## config.mk

```make
export PLATFORM = sky130hd
export DESIGN_NAME = gpr_mp_sb
export DESIGN_NICKNAME = d
export VERILOG_FILES = /design/src/rtl/gpr_mp_sb.sv
export SDC_FILE = /design/constraint.sdc
export NUM_CORES = 2
export LEC_CHECK = 0
export CORE_ASPECT_RATIO = 1.2
export CORE_MARGIN = 5
export CORE_UTILIZATION = 50
export CTS_CLUSTER_DIAMETER = 50
export DETAILED_ROUTE_END_ITERATION = 6
export HOLD_SLACK_MARGIN = 0.08
export PLACE_DENSITY_LB_ADDON = 0.08
export SLEW_MARGIN = 15
export SYNTH_ARGS = -nofsm -noshare
export SYNTH_HDL_FRONTEND = slang
export SYNTH_SLANG_ARGS = --single-unit
```

## constraint.sdc

```tcl
create_clock -name clk -period 7.8 [get_ports clk]
set_clock_uncertainty 0.05 [all_clocks]
set_input_delay 1.56 -clock clk [delete_from_list [all_inputs] [get_ports clk]]
set_output_delay 1.56 -clock clk [all_outputs]
set_load 0.03 [all_outputs]
```

## src/rtl/gpr_mp_sb.sv

```systemverilog
// Multi-port general-purpose register file with a per-register busy scoreboard.
// It has two prioritised write ports, optional write-through bypass and a popcount of busy registers.
module gpr_mp_sb #(
   parameter int DW       = 32,
   parameter int AW       = 5,
   parameter int NRP      = 2,
   parameter int ZERO_REG = 1,
   parameter int BYPASS   = 1
) (
   input  logic              clk,
   input  logic              rst_n,
   input  logic [NRP*AW-1:0] raddr,
   output logic [NRP*DW-1:0] rdata,
   output logic [NRP-1:0]    rbusy,
   input  logic              we0,
   input  logic [AW-1:0]     waddr0,
   input  logic [DW-1:0]     wdata0,
   input  logic              we1,
   input  logic [AW-1:0]     waddr1,
   input  logic [DW-1:0]     wdata1,
   input  logic              iss_valid,
   input  logic [AW-1:0]     iss_addr,
   input  logic              flush,
   output logic [AW:0]       busy_cnt
);

   localparam int DEPTH = 1 << AW;
   localparam bit ZR    = (ZERO_REG != 0);
   localparam bit BP    = (BYPASS != 0);

   logic [DW-1:0]    regs [DEPTH];
   logic [DEPTH-1:0] busy;
   logic [DEPTH-1:0] busy_nxt;
   logic             wr0_ok;
   logic             wr1_ok;

   // Port 0 yields to port 1 on an address collision so only one store lands per register.
   assign wr1_ok = we1 && !(ZR && (waddr1 == '0));
   assign wr0_ok = we0 && !(ZR && (waddr0 == '0)) && !(we1 && (waddr1 == waddr0));

   always_ff @(posedge clk or negedge rst_n) begin
      if (!rst_n) begin
         for (int i = 0; i < DEPTH; i++) begin
            regs[i] <= '0;
         end
      end else begin
         if (wr0_ok) begin
            regs[waddr0] <= wdata0;
         end
         if (wr1_ok) begin
            regs[waddr1] <= wdata1;
         end
      end
   end

   // An issue outranks a same-cycle writeback because the newly issued producer has not yet written.
   always_comb begin
      busy_nxt = busy;
      for (int r = 0; r < DEPTH; r++) begin
         if (flush) begin
            busy_nxt[r] = 1'b0;
         end else if (iss_valid && (iss_addr == AW'(r)) && !(ZR && (r == 0))) begin
            busy_nxt[r] = 1'b1;
         end else if ((we0 && (waddr0 == AW'(r))) || (we1 && (waddr1 == AW'(r)))) begin
            busy_nxt[r] = 1'b0;
         end
      end
   end

   always_ff @(posedge clk or negedge rst_n) begin
      if (!rst_n) begin
         busy <= '0;
      end else begin
         busy <= busy_nxt;
      end
   end

   always_comb begin
      busy_cnt = '0;
      for (int r = 0; r < DEPTH; r++) begin
         busy_cnt = busy_cnt + (AW+1)'(busy[r]);
      end
   end

   for (genvar k = 0; k < NRP; k++) begin : g_rd
      logic [AW-1:0] ra;
      logic [DW-1:0] rd;
      logic          rb;

      assign ra = raddr[k*AW +: AW];

      // Forwarded data is current, so the busy flag is masked alongside it.
      always_comb begin
         rd = regs[ra];
         rb = busy[ra];
         if (BP && we0 && (waddr0 == ra)) begin
            rd = wdata0;
            rb = 1'b0;
         end
         if (BP && we1 && (waddr1 == ra)) begin
            rd = wdata1;
            rb = 1'b0;
         end
         if (ZR && (ra == '0)) begin
            rd = '0;
            rb = 1'b0;
         end
      end

      assign rdata[k*DW +: DW] = rd;
      assign rbusy[k]          = rb;
   end

endmodule
```

# [Word level (Yosys, flattened, before mapping)]
# Index checks and enable logic that the tools add are counted.
[op_classes] shifts=0 n_lt_le_gt_ge=8 n_addsub=31 mux=125 eq_ne=98 reduce_logical=176 multipliers=0 n_bitwise=4 div=0
[op_table] cell="$bwmux W1024" n=2
[op_table] cell="$mux W1024" n=2
[op_table] cell="$mux W32" n=12
[op_table] cell="$bmux W32 S5" n=2
[op_table] cell="$demux W32 S5" n=2
[op_table] cell="$eq A5 B5 Y1 const B" n=48
[op_table] cell="$add A6 B1 Y6" n=26
[op_table] cell="$eq A5 B4 Y1 const B" n=24
[op_table] cell="$logic_and A1 B1 Y1" n=105
[op_table] cell="$mux W1" n=103
[op_table] cell="$reduce_bool A3 Y1" n=31
[op_table] cell="$eq A5 B3 Y1 const B" n=12
[op_table] cell="$logic_or A1 B1 Y1" n=32
[op_table] cell="$eq A5 B2 Y1 const B" n=6
[op_table] cell="$eq A5 B5 Y1" n=5
[op_table] cell="$ge A6 B6 Y1 const B" n=4
[op_table] cell="$not A5 Y6" n=4
[op_table] cell="$logic_not A5 Y1" n=4
[op_table] cell="$eq A5 B1 Y1 const B" n=3
[op_table] cell="$lt A5 B6 Y1 const B" n=2
[op_table] cell="$lt A6 B1 Y1 const B" n=2
[op_table] cell="$bmux W1 S5" n=2
[op_table] cell="$add A5 B1 Y6" n=1
[op_table] cell="$add A4 B1 Y5" n=1
[op_table] cell="other kinds (5)" n=7
[totals] in_bits=95 ramBits=0 romBits=0 memories=0 latch_bits=0 output_inout_bits=72 ff_bits=1056 elab_cells=506

# [Longest topological paths before layout]
[logic_depth] ltp_word=31 mapped_depth=16 depth_no_buf=16

# [Worst setup path before layout]
# OpenSTA, ideal clock, no wires.
[synth_timing] path_type="flip-flop to output port" startpoint="register busy[18]" endpoint="output port busy_cnt[4]" setup_slack_ns=1.219 arrival_time_ns=4.971 path_stages_with_launch=16 n_path_buf=0 path_cell_list="dfrtp_1 fa_1 inv_1 fa_1 inv_1 fa_1 inv_1 fa_1 fa_1 fa_1 inv_1 fa_1 fa_1 a21o_1 a21oi_1 xnor2_1"
[synth_between] elab_chain_cells=14
[synth_rtl] item="start: declaration" line="32" text="logic [DEPTH-1:0] busy;"
[synth_rtl] item="start signal: assignment" line="74" text="busy <= busy_nxt;"
[synth_rtl] item="$add A6 B1 Y6 (14 in series)" line="81" text="busy_cnt = busy_cnt + (AW+1)'(busy[r]);"
[synth_rtl] item="end: declaration" line="24" text="output logic [AW:0] busy_cnt"
# No other way between the ends.

# [Worst setup path in the final report]
[layout_timing] startpoint="register busy[18]" endpoint="output port busy_cnt[1]"
# The elaborated chain is that of the path after synthesis.

==> out/qor_table.md <==
| Parameter | Value |
|:---|:---|
| Final critical delay including setup and external delays | 7.674 ns |
| Floorplan die height | 412.7 µm |
| Largest fanout on the critical path | 4 |
| Max-Slew Margin vs Limit | 12.08% |
| Xor/xnor cell area share of the yosys netlist | 0.3962% |
| Vias in the first global route | 59.99k |
| Root buffer selected by CTS | sky130_fd_sc_hd__clkbuf_16 |
| Complex-gate fraction of the synthesized area | 15.79% |
| Global route total overflow | 0 |
| Number of instances resized during post-cts repair | 3 |
| Element type at the critical path end | primary output |
| Number of violations of the max-capacitance limit | 0 |
| Placed wire-length estimate after detailed placement | 191,400 µm |
| Total of hold buffers inserted after clock tree synthesis | 0 |
| Final Max Tran Viols | 0 |
| Number of enable flip-flop cells after synthesis | 0 |
| Largest buffer count on any clock path | 3 |
| GRT Resource Usage Total | 45.19% |
| Most common flop cell mapped by yosys | sky130_fd_sc_hd__dfrtp_1 |
| Wire length reported by the detailed router | 332,400 µm |
| Synthesis-stage register bit count | 1,055 |
| Number of clock sinks | 1,055 |
| Final Worst Setup Slack | 0.1265 ns |
| Share of Yosys cell area claimed by the top area cell type | 39.06% |
| Synth cell types | 68 |
| Max Clock Freq | 130.3 MHz |
| Total count of hold-check failures in the final report | 0 |
| CTS H-tree lvls | 4 |
| Arrival time worst endpoint | 6.06 ns |
| Synthesis warning total | 0 |
| Row Count | 147 |
| Number of antenna violations at the first check in global routing | 25 |
| Netlist Area Pre-Place | 67,580 µm² |
| Adder-cell area share of the yosys netlist | 0.8109% |
| Actual slew at the worst max-slew pin | 1.313 ns |
| Number of CTS-inserted buffers | 141 |
| Post-CTS setup buffers | 0 |
| Largest family of logic cells by synthesized area | multiplexers |
| Layout-stage area growth over the synthesis result | 11.24% |
| Nets@finish | 6,764 |
| First drt pass iteration count | 7 |
| Type of the worst setup path | reg2out |
| Die ar. | 142,600 µm² |
| Post-layout instance count excluding filler cells | 8,566 |
| Required @ worst endpoint | 6.19 ns |
| Fraction of the yosys area taken by sequential cells | 39.06% |
| Number of input and output port buffers inserted | 166 |
| Wire length of the first global-routing pass | 461,200 µm |
| Failing checks | DRC |
| TritonCTS clock tree | yes |
| Fraction of the mapped netlist area in simple logic gates | 12.33% |
| Std-Cell Core Area | 134,100 µm² |
| Number of instances in the synthesized netlist | 6,951 |
| Horizontal die dimension | 345.6 µm |
| # DRC | 9 |
| Top cells by area in the synthesized netlist | sky130_fd_sc_hd__dfrtp_1 39%, sky130_fd_sc_hd__mux2i_1 15%, sky130_fd_sc_hd__mux4_2 10% |
| Maximum number of pins on one net before global-route repair | 141 |
| Via density per instance | 7.394 |
| Power Density | 263.1 nW/µm² |
| Outcome | finished with violations |
| Asr flop ratio synth | 100.0% |
| Type of element launching the critical path | flip-flop |
| Remaining antenna violation count after routing | 0 |
| Final period util | 98.38% |
| Fraction of final layout cells sized beyond drive strength 1 | 14.33% |
| Setup repair after global routing missed its margin | false |
| Largest area contributor in the netlist | sky130_fd_sc_hd__dfrtp_1 |
| Post-placement cell count | 8,284 |
| Maximum vdd drop | 228.6 µV |
| Boundary Pins | 167 |
| Starting density of the core | 50.40% |
| Setup-failing EPs final | 0 |
| Clock insertion delay at the later pin of the skew report | 0.78 ns |
| Average footprint of a synthesized cell | 9.722 µm² |
| Worst Setup Slack post-DPL | 0.5466 ns |
| Clock transition at the registers of the reported paths | 0.06 ns |
| Post-route setup TNS | 0 ns |
| DR iter-0 viols | 10.31k |
| Min-delay worst type | reg2reg |
| Via total after detailed routing | 63.34k |
| Net Count, Synth | 7,076 |
| Final Wtd Congestion | 0.9504 |
| Avg WL per Cell | 38.80 µm |
| Portion of netlist area occupied by mux cells | 25.16% |
| Static leakage | 34.55 nW |
layout make-up:
cell class / instances / area, µm²
clock buffers: 199 / 4228
repair buffers: 439 / 4119
clock inverters: 55 / 658.1
diodes: 28 / 70.07
inverters: 46 / 172.7
multi-input cells: 4956 / 37290
well taps: 1788 / 2237
flip-flops and latches: 1055 / 26400
fillers: 11800 / 58910
synthesized netlist by cell type, types with 23 or more instances:
cell type	n
sky130_fd_sc_hd__nand2b_1	34
sky130_fd_sc_hd__a211oi_1	86
sky130_fd_sc_hd__a22o_1	41
sky130_fd_sc_hd__o21ai_0	243
sky130_fd_sc_hd__dfrtp_1	1055
sky130_fd_sc_hd__buf_2	139
sky130_fd_sc_hd__a22oi_1	148
sky130_fd_sc_hd__buf_1	51
sky130_fd_sc_hd__a221o_1	72
sky130_fd_sc_hd__and3_1	44
sky130_fd_sc_hd__o211ai_1	294
sky130_fd_sc_hd__inv_1	46
sky130_fd_sc_hd__clkbuf_1	587
sky130_fd_sc_hd__a31oi_1	140
sky130_fd_sc_hd__mux2i_1	992
sky130_fd_sc_hd__o21ai_1	60
sky130_fd_sc_hd__o22ai_1	64
sky130_fd_sc_hd__buf_4	61
sky130_fd_sc_hd__mux4_2	307
sky130_fd_sc_hd__fa_1	23
sky130_fd_sc_hd__nand3_1	266
sky130_fd_sc_hd__a21oi_1	373
sky130_fd_sc_hd__o221ai_1	70
sky130_fd_sc_hd__nand2_1	968
sky130_fd_sc_hd__buf_6	53
sky130_fd_sc_hd__nor2_1	522
sky130_fd_sc_hd__nor3_1	28
layer usage:
layer	wire length, µm	share of wire, %	GRT usage [%]
met5	146	0.044	0.3401
met4	32960	9.9	35.76
met3	45480	14	16.72
met2	138100	42	64.93
met1	115700	35	54.78
critical path: stages, from the launching register on:
cell                              delay, ns
sky130_fd_sc_hd__dfrtp_1               0.43
sky130_fd_sc_hd__fa_1                  0.56
sky130_fd_sc_hd__inv_1                 0.05
sky130_fd_sc_hd__fa_1                  0.48
sky130_fd_sc_hd__inv_1                 0.05
sky130_fd_sc_hd__fa_1                  0.48
sky130_fd_sc_hd__inv_1                 0.05
sky130_fd_sc_hd__fa_1                  0.54
sky130_fd_sc_hd__fa_1                  0.45
sky130_fd_sc_hd__fa_1                  0.50
sky130_fd_sc_hd__inv_1                 0.05
sky130_fd_sc_hd__fa_1                  0.41
sky130_fd_sc_hd__fa_1                  0.55
sky130_fd_sc_hd__clkdlybuf4s50_1       0.67
cells in the final DEF, fill, tap and decap left out, types with 72 or more instances in the layout:
cell type                            n
sky130_fd_sc_hd__nor2_1            518
sky130_fd_sc_hd__mux4_2            307
sky130_fd_sc_hd__a211oi_1           86
sky130_fd_sc_hd__o21ai_0           243
sky130_fd_sc_hd__buf_4             255
sky130_fd_sc_hd__a31oi_1           140
sky130_fd_sc_hd__o211ai_1          294
sky130_fd_sc_hd__a221o_1            72
sky130_fd_sc_hd__a22oi_1           148
sky130_fd_sc_hd__nand3_1           265
sky130_fd_sc_hd__clkdlybuf4s50_1   138
sky130_fd_sc_hd__a21oi_1           373
sky130_fd_sc_hd__mux2i_1           992
sky130_fd_sc_hd__nand2_1           932
sky130_fd_sc_hd__dfrtp_1          1055
sky130_fd_sc_hd__clkbuf_16         150
worst paths after layout:
path | to | cells past startpoint | from | slack, ns
worst max-delay path | busy_cnt[1] | 13 | busy[18] | 0.13
worst min-delay path | regs[1001] | 0 | regs[1001] | 0.35
worst max register to register | regs[405] | 3 | regs[405] | 6.80
worst min register to register | regs[1001] | 0 | regs[1001] | 0.35
max in group asynchronous | regs[1006] | 3 | rst_n | 5.29
min in group asynchronous | busy[19] | 1 | rst_n | 0.77
flip-flops by register name, summed over array words and instances (netlist names):
signal  flops
busy       31
regs     1024
power by group:
group	internal (W)	total (W)	switching, W
combinational	0.00232	0.00488	0.00256
clock	0.00416	0.00690	0.00274
sequential	0.00683	0.00799	0.00116
kinds of logic (layout without fill, tap and decap cells):
family          after synthesis  after routing
simple gates               1953           1953
compound gates             1632           1632
mux                        1313           1313
flops                      1055           1055
buf+inv                     940            739
fa+ha+maj                    30             30
xor+xnor                     28             28
other cells                   0             28
metrics by stage:
step / total power [W] / util (%) / cell area (µm²) / hold slack, ns
final: 0.01978 / 56.07 / 75180 / 0.3509
after CTS: 0.01959 / 56.01 / 75100 / 0.3479
after detailed placement: 0.01276 / 52.37 / 70220 / 0.3369
after global placement: 0.01260 / 52.37 / 70220 / 0.3329
after global routing: 0.02045 / 56.02 / 75110 / 0.3595
after floorplan: 0.01105 / - / 67580 / 0.3951
Power figures use the tool's default switching activity.
